File: src/rtl/cic_pdm_decim.sv
// cic_pdm_decim: N-order CIC decimator for 1..2 PDM microphones.
// Runs on the system clock with per-channel sample strobes, a runtime decimation ratio
// latched on the rising edge of enable, automatic gain normalisation with saturation,
// and a valid/ready output fed from one holding register per channel.
// Optional feature: define DC_REMOVAL_EN to add a per-channel leaky DC estimator after
// scaling (one extra pipeline cycle). Without it, dc_shift is ignored.
module cic_pdm_decim #(
    parameter int unsigned ORDER          = 3,
    parameter int unsigned CHANNELS       = 1,
    parameter int unsigned MAX_DECIM_LOG2 = 7,
    parameter int unsigned OUT_W          = 16
) (
    input  logic                       clk,
    input  logic                       rst,
    input  logic                       enable,
    input  logic [3:0]                 decim_log2,
    input  logic [CHANNELS-1:0]        pdm_in,
    input  logic [CHANNELS-1:0]        pdm_stb,
    input  logic [3:0]                 dc_shift,
    output logic signed [OUT_W-1:0]    pcm_data,
    output logic                       pcm_chan,
    output logic                       pcm_valid,
    input  logic                       pcm_ready,
    output logic [CHANNELS-1:0]        overrun,
    input  logic                       ovr_clr
);

    // Integrator/comb width covers the largest gain R^ORDER plus sign.
    localparam int unsigned W   = ORDER * MAX_DECIM_LOG2 + 1;
    // Extended width leaves headroom for the left shift used when G < OUT_W.
    localparam int unsigned EW  = W + OUT_W;
    localparam int unsigned CW  = MAX_DECIM_LOG2;
    localparam int unsigned WUW = $clog2(ORDER + 1);

    localparam logic [3:0]           DMIN       = 4'd4;
    localparam logic [3:0]           DMAX       = 4'(MAX_DECIM_LOG2);
    localparam logic [WUW-1:0]       WARM_DONE  = WUW'(ORDER);
    localparam logic signed [W-1:0]  PLUS1      = W'(1);
    localparam logic signed [W-1:0]  MINUS1     = {W{1'b1}};

    // Whole datapath clears on reset or while disabled.
    logic clr;
    assign clr = rst || !enable;

    // ------------------------------------------------------------------
    // Decimation ratio latch
    // ------------------------------------------------------------------
    logic       en_q;
    logic [3:0] d_q;
    logic [3:0] d_clamped;
    logic [3:0] d_cur;
    logic [CW-1:0] term;

    always_comb begin
        if (decim_log2 < DMIN) begin
            d_clamped = DMIN;
        end else if (decim_log2 > DMAX) begin
            d_clamped = DMAX;
        end else begin
            d_clamped = decim_log2;
        end
        // Strobes in the enable-rise cycle already use the new ratio.
        d_cur = (enable && !en_q) ? d_clamped : d_q;
        term  = CW'((32'd1 << d_cur) - 32'd1);
    end

    // Track enable and latch the clamped ratio on its rising edge
    always_ff @(posedge clk) begin
        if (rst) begin
            en_q <= 1'b0;
            d_q  <= DMIN;
        end else begin
            en_q <= enable;
            if (enable && !en_q) begin
                d_q <= d_clamped;
            end
        end
    end

    // ------------------------------------------------------------------
    // Integrators and decimation counters
    // ------------------------------------------------------------------
    logic signed [W-1:0] integ_q [CHANNELS][ORDER];
    logic [CW-1:0]       cnt_q   [CHANNELS];
    logic [CHANNELS-1:0] ev_q;

    // Integrator chains and strobe counters advance only on their channel's strobe
    always_ff @(posedge clk) begin
        if (clr) begin
            for (int c = 0; c < CHANNELS; c++) begin
                for (int k = 0; k < ORDER; k++) begin
                    integ_q[c][k] <= '0;
                end
                cnt_q[c] <= '0;
            end
            ev_q <= '0;
        end else begin
            for (int c = 0; c < CHANNELS; c++) begin
                ev_q[c] <= pdm_stb[c] && (cnt_q[c] == term);
                if (pdm_stb[c]) begin
                    integ_q[c][0] <= integ_q[c][0] + (pdm_in[c] ? PLUS1 : MINUS1);
                    for (int k = 1; k < ORDER; k++) begin
                        integ_q[c][k] <= integ_q[c][k] + integ_q[c][k-1];
                    end
                    cnt_q[c] <= (cnt_q[c] == term) ? '0 : cnt_q[c] + 1'b1;
                end
            end
        end
    end

    // ------------------------------------------------------------------
    // Comb chain (pipeline stage 1)
    // ------------------------------------------------------------------
    logic signed [W-1:0] dly_q  [CHANNELS][ORDER];
    logic signed [W-1:0] comb_c [CHANNELS][ORDER];
    logic signed [W-1:0] comb_q [CHANNELS];
    logic [CHANNELS-1:0] comb_vld_q;

    // Differentiator cascade evaluated from the updated last integrator
    always_comb begin
        for (int c = 0; c < CHANNELS; c++) begin
            comb_c[c][0] = integ_q[c][ORDER-1] - dly_q[c][0];
            for (int k = 1; k < ORDER; k++) begin
                comb_c[c][k] = comb_c[c][k-1] - dly_q[c][k];
            end
        end
    end

    // Register comb output and advance comb delays on each decimation event
    always_ff @(posedge clk) begin
        if (clr) begin
            for (int c = 0; c < CHANNELS; c++) begin
                for (int k = 0; k < ORDER; k++) begin
                    dly_q[c][k] <= '0;
                end
                comb_q[c] <= '0;
            end
            comb_vld_q <= '0;
        end else begin
            comb_vld_q <= ev_q;
            for (int c = 0; c < CHANNELS; c++) begin
                if (ev_q[c]) begin
                    dly_q[c][0] <= integ_q[c][ORDER-1];
                    for (int k = 1; k < ORDER; k++) begin
                        dly_q[c][k] <= comb_c[c][k-1];
                    end
                    comb_q[c] <= comb_c[c][ORDER-1];
                end
            end
        end
    end

    // ------------------------------------------------------------------
    // Gain normalisation and warm-up (pipeline stage 2)
    // ------------------------------------------------------------------
    function automatic logic signed [OUT_W-1:0] sat_scale(input logic signed [W-1:0] v,
                                                          input logic [3:0] d);
        logic signed [EW-1:0] ext;
        logic signed [EW-1:0] sh;
        int s;
        s   = int'(ORDER) * int'(d) + 1 - int'(OUT_W);
        ext = {{(EW-W){v[W-1]}}, v};
        sh  = (s >= 0) ? (ext >>> s) : (ext <<< (-s));
        if (sh[EW-1:OUT_W-1] == {(EW-OUT_W+1){sh[EW-1]}}) begin
            return sh[OUT_W-1:0];
        end else if (sh[EW-1]) begin
            return {1'b1, {(OUT_W-1){1'b0}}};
        end else begin
            return {1'b0, {(OUT_W-1){1'b1}}};
        end
    endfunction

    logic signed [OUT_W-1:0] scaled [CHANNELS];
    logic [WUW-1:0]          warm_q [CHANNELS];
    logic [CHANNELS-1:0]     pass;

    // Scale every channel's comb result; only post-warm-up samples pass on
    always_comb begin
        for (int c = 0; c < CHANNELS; c++) begin
            scaled[c] = sat_scale(comb_q[c], d_q);
            pass[c]   = comb_vld_q[c] && (warm_q[c] == WARM_DONE);
        end
    end

    // Count discarded settling outputs after each enable/reset
    always_ff @(posedge clk) begin
        if (clr) begin
            for (int c = 0; c < CHANNELS; c++) begin
                warm_q[c] <= '0;
            end
        end else begin
            for (int c = 0; c < CHANNELS; c++) begin
                if (comb_vld_q[c] && (warm_q[c] != WARM_DONE)) begin
                    warm_q[c] <= warm_q[c] + 1'b1;
                end
            end
        end
    end

    logic signed [OUT_W-1:0] new_data [CHANNELS];
    logic [CHANNELS-1:0]     new_vld;

`ifdef DC_REMOVAL_EN
    // ------------------------------------------------------------------
    // Leaky DC estimator (pipeline stage 3)
    // ------------------------------------------------------------------
    localparam int unsigned AW = OUT_W + 15;

    function automatic logic signed [OUT_W-1:0] sat_dc(input logic signed [AW:0] v);
        if (v[AW:OUT_W-1] == {(AW-OUT_W+2){v[AW]}}) begin
            return v[OUT_W-1:0];
        end else if (v[AW]) begin
            return {1'b1, {(OUT_W-1){1'b0}}};
        end else begin
            return {1'b0, {(OUT_W-1){1'b1}}};
        end
    endfunction

    logic signed [AW-1:0]    acc_q   [CHANNELS];
    logic signed [OUT_W-1:0] sc_q    [CHANNELS];
    logic [CHANNELS-1:0]     sc_vld_q;
    logic signed [AW-1:0]    dc_est  [CHANNELS];
    logic signed [AW:0]      dc_diff [CHANNELS];

    // Subtract the pre-update DC estimate; shift 0 passes the sample through
    always_comb begin
        for (int c = 0; c < CHANNELS; c++) begin
            dc_est[c]  = acc_q[c] >>> dc_shift;
            dc_diff[c] = {{(AW+1-OUT_W){sc_q[c][OUT_W-1]}}, sc_q[c]}
                         - {dc_est[c][AW-1], dc_est[c]};
            new_data[c] = (dc_shift == 4'd0) ? sc_q[c] : sat_dc(dc_diff[c]);
        end
        new_vld = sc_vld_q;
    end

    // Register scaled samples and update the estimator on each passed sample
    always_ff @(posedge clk) begin
        if (clr) begin
            for (int c = 0; c < CHANNELS; c++) begin
                acc_q[c] <= '0;
                sc_q[c]  <= '0;
            end
            sc_vld_q <= '0;
        end else begin
            sc_vld_q <= pass;
            for (int c = 0; c < CHANNELS; c++) begin
                if (pass[c]) begin
                    sc_q[c] <= scaled[c];
                end
                if (sc_vld_q[c] && (dc_shift != 4'd0)) begin
                    acc_q[c] <= acc_q[c] + dc_diff[c][AW-1:0];
                end
            end
        end
    end
`else
    logic unused_dc;
    assign unused_dc = ^dc_shift;

    // Scaled sample goes straight to the holding register
    always_comb begin
        for (int c = 0; c < CHANNELS; c++) begin
            new_data[c] = scaled[c];
        end
        new_vld = pass;
    end
`endif

    // ------------------------------------------------------------------
    // Holding registers and output arbitration
    // ------------------------------------------------------------------
    logic signed [OUT_W-1:0] hold_q [CHANNELS];
    logic [CHANNELS-1:0]     hold_full_q;
    logic                    lock_q;
    logic                    sel_q;
    logic                    cur;
    logic [CHANNELS-1:0]     take;
    logic [CHANNELS-1:0]     drop;
    logic [CHANNELS-1:0]     overrun_q;

    // Fixed priority to channel 0, but a stalled presentation stays locked in place
    always_comb begin
        cur = 1'b0;
        if (lock_q) begin
            cur = sel_q;
        end else if ((CHANNELS > 1) && !hold_full_q[0] && hold_full_q[CHANNELS-1]) begin
            cur = 1'b1;
        end
        pcm_valid = |hold_full_q;
        pcm_chan  = cur;
        pcm_data  = '0;
        for (int c = 0; c < CHANNELS; c++) begin
            if (cur == 1'(c)) begin
                pcm_data = hold_q[c];
            end
            take[c] = pcm_valid && pcm_ready && (cur == 1'(c));
            // A slot being drained this cycle can accept the new sample
            drop[c] = enable && new_vld[c] && hold_full_q[c] && !take[c];
        end
    end

    // Load holding registers from the pipeline and release them on transfer
    always_ff @(posedge clk) begin
        if (clr) begin
            for (int c = 0; c < CHANNELS; c++) begin
                hold_q[c] <= '0;
            end
            hold_full_q <= '0;
            lock_q      <= 1'b0;
            sel_q       <= 1'b0;
        end else begin
            lock_q <= pcm_valid && !pcm_ready;
            sel_q  <= cur;
            for (int c = 0; c < CHANNELS; c++) begin
                if (new_vld[c] && (!hold_full_q[c] || take[c])) begin
                    hold_q[c]      <= new_data[c];
                    hold_full_q[c] <= 1'b1;
                end else if (take[c]) begin
                    hold_full_q[c] <= 1'b0;
                end
            end
        end
    end

    // Sticky drop flags; survive enable=0, and a new set beats a same-cycle clear
    always_ff @(posedge clk) begin
        if (rst) begin
            overrun_q <= '0;
        end else begin
            overrun_q <= (ovr_clr ? '0 : overrun_q) | drop;
        end
    end

    assign overrun = overrun_q;

endmodule
File: config.mk
export PLATFORM = sky130hd
export DESIGN_NAME = cic_pdm_decim
export DESIGN_NICKNAME = d
export VERILOG_FILES = /design/src/rtl/cic_pdm_decim.sv
export SDC_FILE = /design/constraint.sdc
export NUM_CORES = 1
export LEC_CHECK = 0
export CORE_ASPECT_RATIO = 1.5
export CORE_MARGIN = 8
export CORE_UTILIZATION = 45
export DETAILED_ROUTE_END_ITERATION = 6
export PLACE_DENSITY = 0.59
export SYNTH_ARGS = -nofsm -noshare
export SYNTH_HDL_FRONTEND = slang
export SYNTH_SLANG_ARGS = --single-unit
File: constraint.sdc
create_clock -name clk -period 6.56 [get_ports clk]
set_input_delay 1.312 -clock clk [delete_from_list [all_inputs] [get_ports clk]]
set_output_delay 1.312 -clock clk [all_outputs]
set_load 0.01 [all_outputs]
==> results.py <==
metrics = {
    "timing": {
        "finalSetupViolCount": 0,
        "finalCritPeriodShare_pct": 94.1,
        "worst_slew_margin_rel_pct": 25.1,
        "fin_tns_setup_ns": 0,
        "maxSlewViolCount": 0,
        "hold_viol_final": 0,
        "fin_worst_skew_ns": 0.0198,
        "postLayoutSetupSlackWorst_ns": 0.389,
        "clock.fmax_mhz": 162,
        "grt_setup_unrepaired": "false",
        "fin_crit_ns": 6.17,
        "tightest_slew_ns": 1.12,
    },
    "critical_path": {
        "timing.rr.start": "integ_q[0][0]$_SDFFCE_PN0P_",
        "worstPathRequired_ns": 6.87,
        "worst_ep_arrival_time_ns": 6.48,
        "startpoint_class_of_the_critical_path": "flop",
        "timing.critical_path.to_type": "flop",
        "setup.worst_path.class": "reg -> reg",
        "timing.critical_path.fanout_max": 3,
        "cell_repeated_most_along_the_worst_path": "sky130_fd_sc_hd__ha_1",
        "timing.critical_path.slowest_cell_delay_ns": 0.55,
        "cp-startpoint": "integ_q[0][0]$_SDFFCE_PN0P_",
        "crit_slowest_cell": "sky130_fd_sc_hd__or4_4",
    },
    "route": {
        "post_drt_wl_per_cell_um": 18.1,
        "drc": 6,
        "dr.pass1.iters": 7,
        "detail_route.vias_per_cell": 5.81,
        "antenna_left": 0,
        "drt-total-wl_um": 43300,
        "initialDrtViolationCount": 723,
        "via_count": 13898,
    },
    "finish": {
        "synthToLayoutAreaGrowth_pct": 9.48,
        "fin_nets": 2063,
        "num-fill-cells": 3484,
        "diodes": 0,
        "multiInputGateArea_sq_mm": 0.0104,
        "drive_above_1_share_pct": 7.64,
        "register_area_sq_mm": 0.00560,
    },
    "yosys": {
        "syn-cell-area_sq_mm": 0.0168,
        "syn-mean-instance-area_sq_um": 8.94,
        "synth_top_area_share_pct": 32.1,
        "synth-warning-count": 0,
        "asyncSetResetFlopFracSynth_pct": 0,
        "synth_ff_type": "sky130_fd_sc_hd__edfxtp_1",
        "post-synth-top-count-cell": "sky130_fd_sc_hd__edfxtp_1",
        "syn-num-nets": 2040,
        "synth_sequential_area_ratio_pct": 33.4,
        "number_of_enable_flip_flop_cells_after_synthesis": 179,
        "synth_top_area_cell": "sky130_fd_sc_hd__edfxtp_1",
        "netlist_top_cells_count": "sky130_fd_sc_hd__edfxtp_1 (179), sky130_fd_sc_hd__nor2_1 (177), sky130_fd_sc_hd__a21oi_1 (148)",
        "netlist_top_cells_area": "sky130_fd_sc_hd__edfxtp_1 (32%), sky130_fd_sc_hd__ha_1 (11%), sky130_fd_sc_hd__a21oi_1 (4.4%), sky130_fd_sc_hd__mux2i_1 (4.0%), sky130_fd_sc_hd__nor2_1 (4.0%)",
        "synthDistinctLibCells": 82,
        "synth.ff_latch_count": 190,
        "synthesis.instances": 1874,
    },
    "die": {
        "core-area_sq_mm": 0.0367,
        "die_y_um": 252,
        "std_cell_rows": 86,
        "die_area_sq_mm": 0.0438,
        "io_pins": 34,
        "initial_utilization_pct": 45.7,
        "die_width_um": 174,
    },
    "clock_tree": {
        "clock-root-buffer": "sky130_fd_sc_hd__clkbuf_16",
        "clock_insertion_delay_worst_skew_ns": 0.46,
        "sinks_on_the_clock_net": 190,
        "cts-buffers-inserted": 17,
        "htreeDepth": 4,
        "tritoncts_clock_tree": "yes",
        "ctsLongestPathBuffers": 2,
        "clock_slew_at_the_register_clock_pins_of_the_worst_setup_and_hold_paths_ns": 0.08,
    },
    "global_route": {
        "met3_usage_pct": 2.05,
        "global_route.overflow_total": 0,
        "grtUsageMet1_pct": 17.7,
        "global_route.usage.met2_pct": 39.8,
        "antenna_found_initial": 0,
        "grt_most_used_layer": "met2",
        "groute.usage.overall_pct": 19.6,
        "grt_first_pass_wirelength_um": 69300,
        "grt_max_degree": 74,
        "first_global_vias": 14086,
    },
    "power": {
        "internal-power_w": 0.00275,
        "cellPowerDensity_mw_per_mm2": 243,
        "cellLeakagePower_nw": 7.49,
        "power.share.clock_pct": 23.7,
        "net-switching-power_w": 0.00171,
        "combinationalPowerShare_pct": 44.5,
        "power.share.switching_pct": 38.4,
        "seqPwrFrac_pct": 31.8,
        "ir_worst_vdd_v": 0.000193,
    },
    "outcome": {
        "result_of_the_run": "complete, but fails checks",
        "violations": "DRC",
    },
    "placed_design": {
        "place_hpwl_um": 33800,
        "place.gp.congestion": 0.957,
        "preCtsSetupSlack_ns": 0.0940,
        "port_buf_inserts": 29,
    },
    "hold_path": {
        "timing.hold.worst.class": "reg -> reg",
        "worstHoldStart": "overrun$_SDFF_PP0_",
    },
    "job": {
        "drv_cap": 0,
    },
}
## cell usage in the layout (no fill, tap or decap), types with 54 or more instances in the layout
cell type                  Yosys  final
sky130_fd_sc_hd__xnor2_1      59     58
sky130_fd_sc_hd__inv_1       117    117
sky130_fd_sc_hd__ha_1        144    143
sky130_fd_sc_hd__a21oi_1     148    144
sky130_fd_sc_hd__edfxtp_1    179    179
sky130_fd_sc_hd__mux2i_1      67     67
sky130_fd_sc_hd__nor3_1       54     54
sky130_fd_sc_hd__o21ai_0     112    110
sky130_fd_sc_hd__and2_1       68     68
sky130_fd_sc_hd__nor2_1      177    177
sky130_fd_sc_hd__nand2_1     124    123
## power by group through the flow
stage | combinational, W | clock [W] | sequential (W)
after floorplan | 0.00150 | 0 | 0.00144
after global placement | 0.00193 | 0 | 0.00144
after detailed placement | 0.00195 | 0 | 0.00145
after CTS | 0.00196 | 0.00108 | 0.00142
after global routing | 0.00220 | 0.00111 | 0.00143
final | 0.00198 | 0.00105 | 0.00142
## state kept, by name, indices dropped and copies added, names as in the netlist
register	cells
lock_q	1
comb_vld_q	1
pcm_valid	1
en_q	1
dly_q	66
warm_q	2
cnt_q	7
overrun	1
sel_q	1
d_q	4
hold_q	16
ev_q	1
integ_q	66
comb_q	22
## critical path, delay by kind of cell, from the launching register on
kind	cells	cell delay, ns
AO/OA/AOI/OAI	12	2.46
XOR/XNOR	3	0.52
adder cells (fa/ha/maj)	4	1.03
buffers and inverters	3	0.32
flip-flops	1	0.39
AND/OR/NAND/NOR	8	1.30
## through the flow
step           hold slack (ns)  total power, W  cells  utilization, %  instance area (sq um)
2_1_floorplan            0.483         0.00294   1874               -                  16800
3_3_place_gp             0.461         0.00337   2362            48.3                  17700
3_5_place_dp             0.472         0.00340   2362            48.3                  17700
4_1_cts                  0.486         0.00446   2394            49.9                  18300
5_1_grt                  0.509         0.00473   2394            50.0                  18300
6_report                 0.484         0.00446   2394            50.0                  18300
## cell families after synthesis
logic type | count (synthesis) | share of synthesized area, %
mux | 95 | 6.56
simple gates | 640 | 18.8
flops | 190 | 33.4
xor+xnor | 110 | 6.01
buf+inv | 192 | 4.67
compound gates | 496 | 19.0
fa+ha+maj | 151 | 11.6
## path summary, 6_finish.rpt
| kind | end | slack (ns) | cells after the start |
|---|---|---|---|
| setup / recovery | comb_q[0][21]$_SDFFCE_PN0P_ | 0.39 | 30 |
| hold / removal | overrun$_SDFF_PP0_ | 0.48 | 2 |
| setup reg to reg | comb_q[0][21]$_SDFFCE_PN0P_ | 0.39 | 30 |
| hold reg to reg | overrun$_SDFF_PP0_ | 0.48 | 2 |
## metal layers
layer	part of all wire (%)	wire length, um
met1	36	15400
met3	2.2	959
met2	56	24200
met4	6.3	2730
met5	0	0
## cell type report
class | count | share of cell area (%)
Multi-Input combinational cell | 1492 | 57.0
Clock inverter | 15 | 0.832
Inverter | 118 | 2.41
Timing Repair Buffer | 78 | 3.66
Clock buffer | 17 | 2.32
Tap cell | 484 | 3.30
Sequential cell | 190 | 30.5
## repair_timing
action                                  4_1_cts  5_1_grt
resized for setup                             0        9
hold buffers                                  0        0
endpoints found under the setup margin        0        4
buffers inserted                              0        0
endpoints found under the hold margin         0        0
Power figures use the tool's default switching activity.
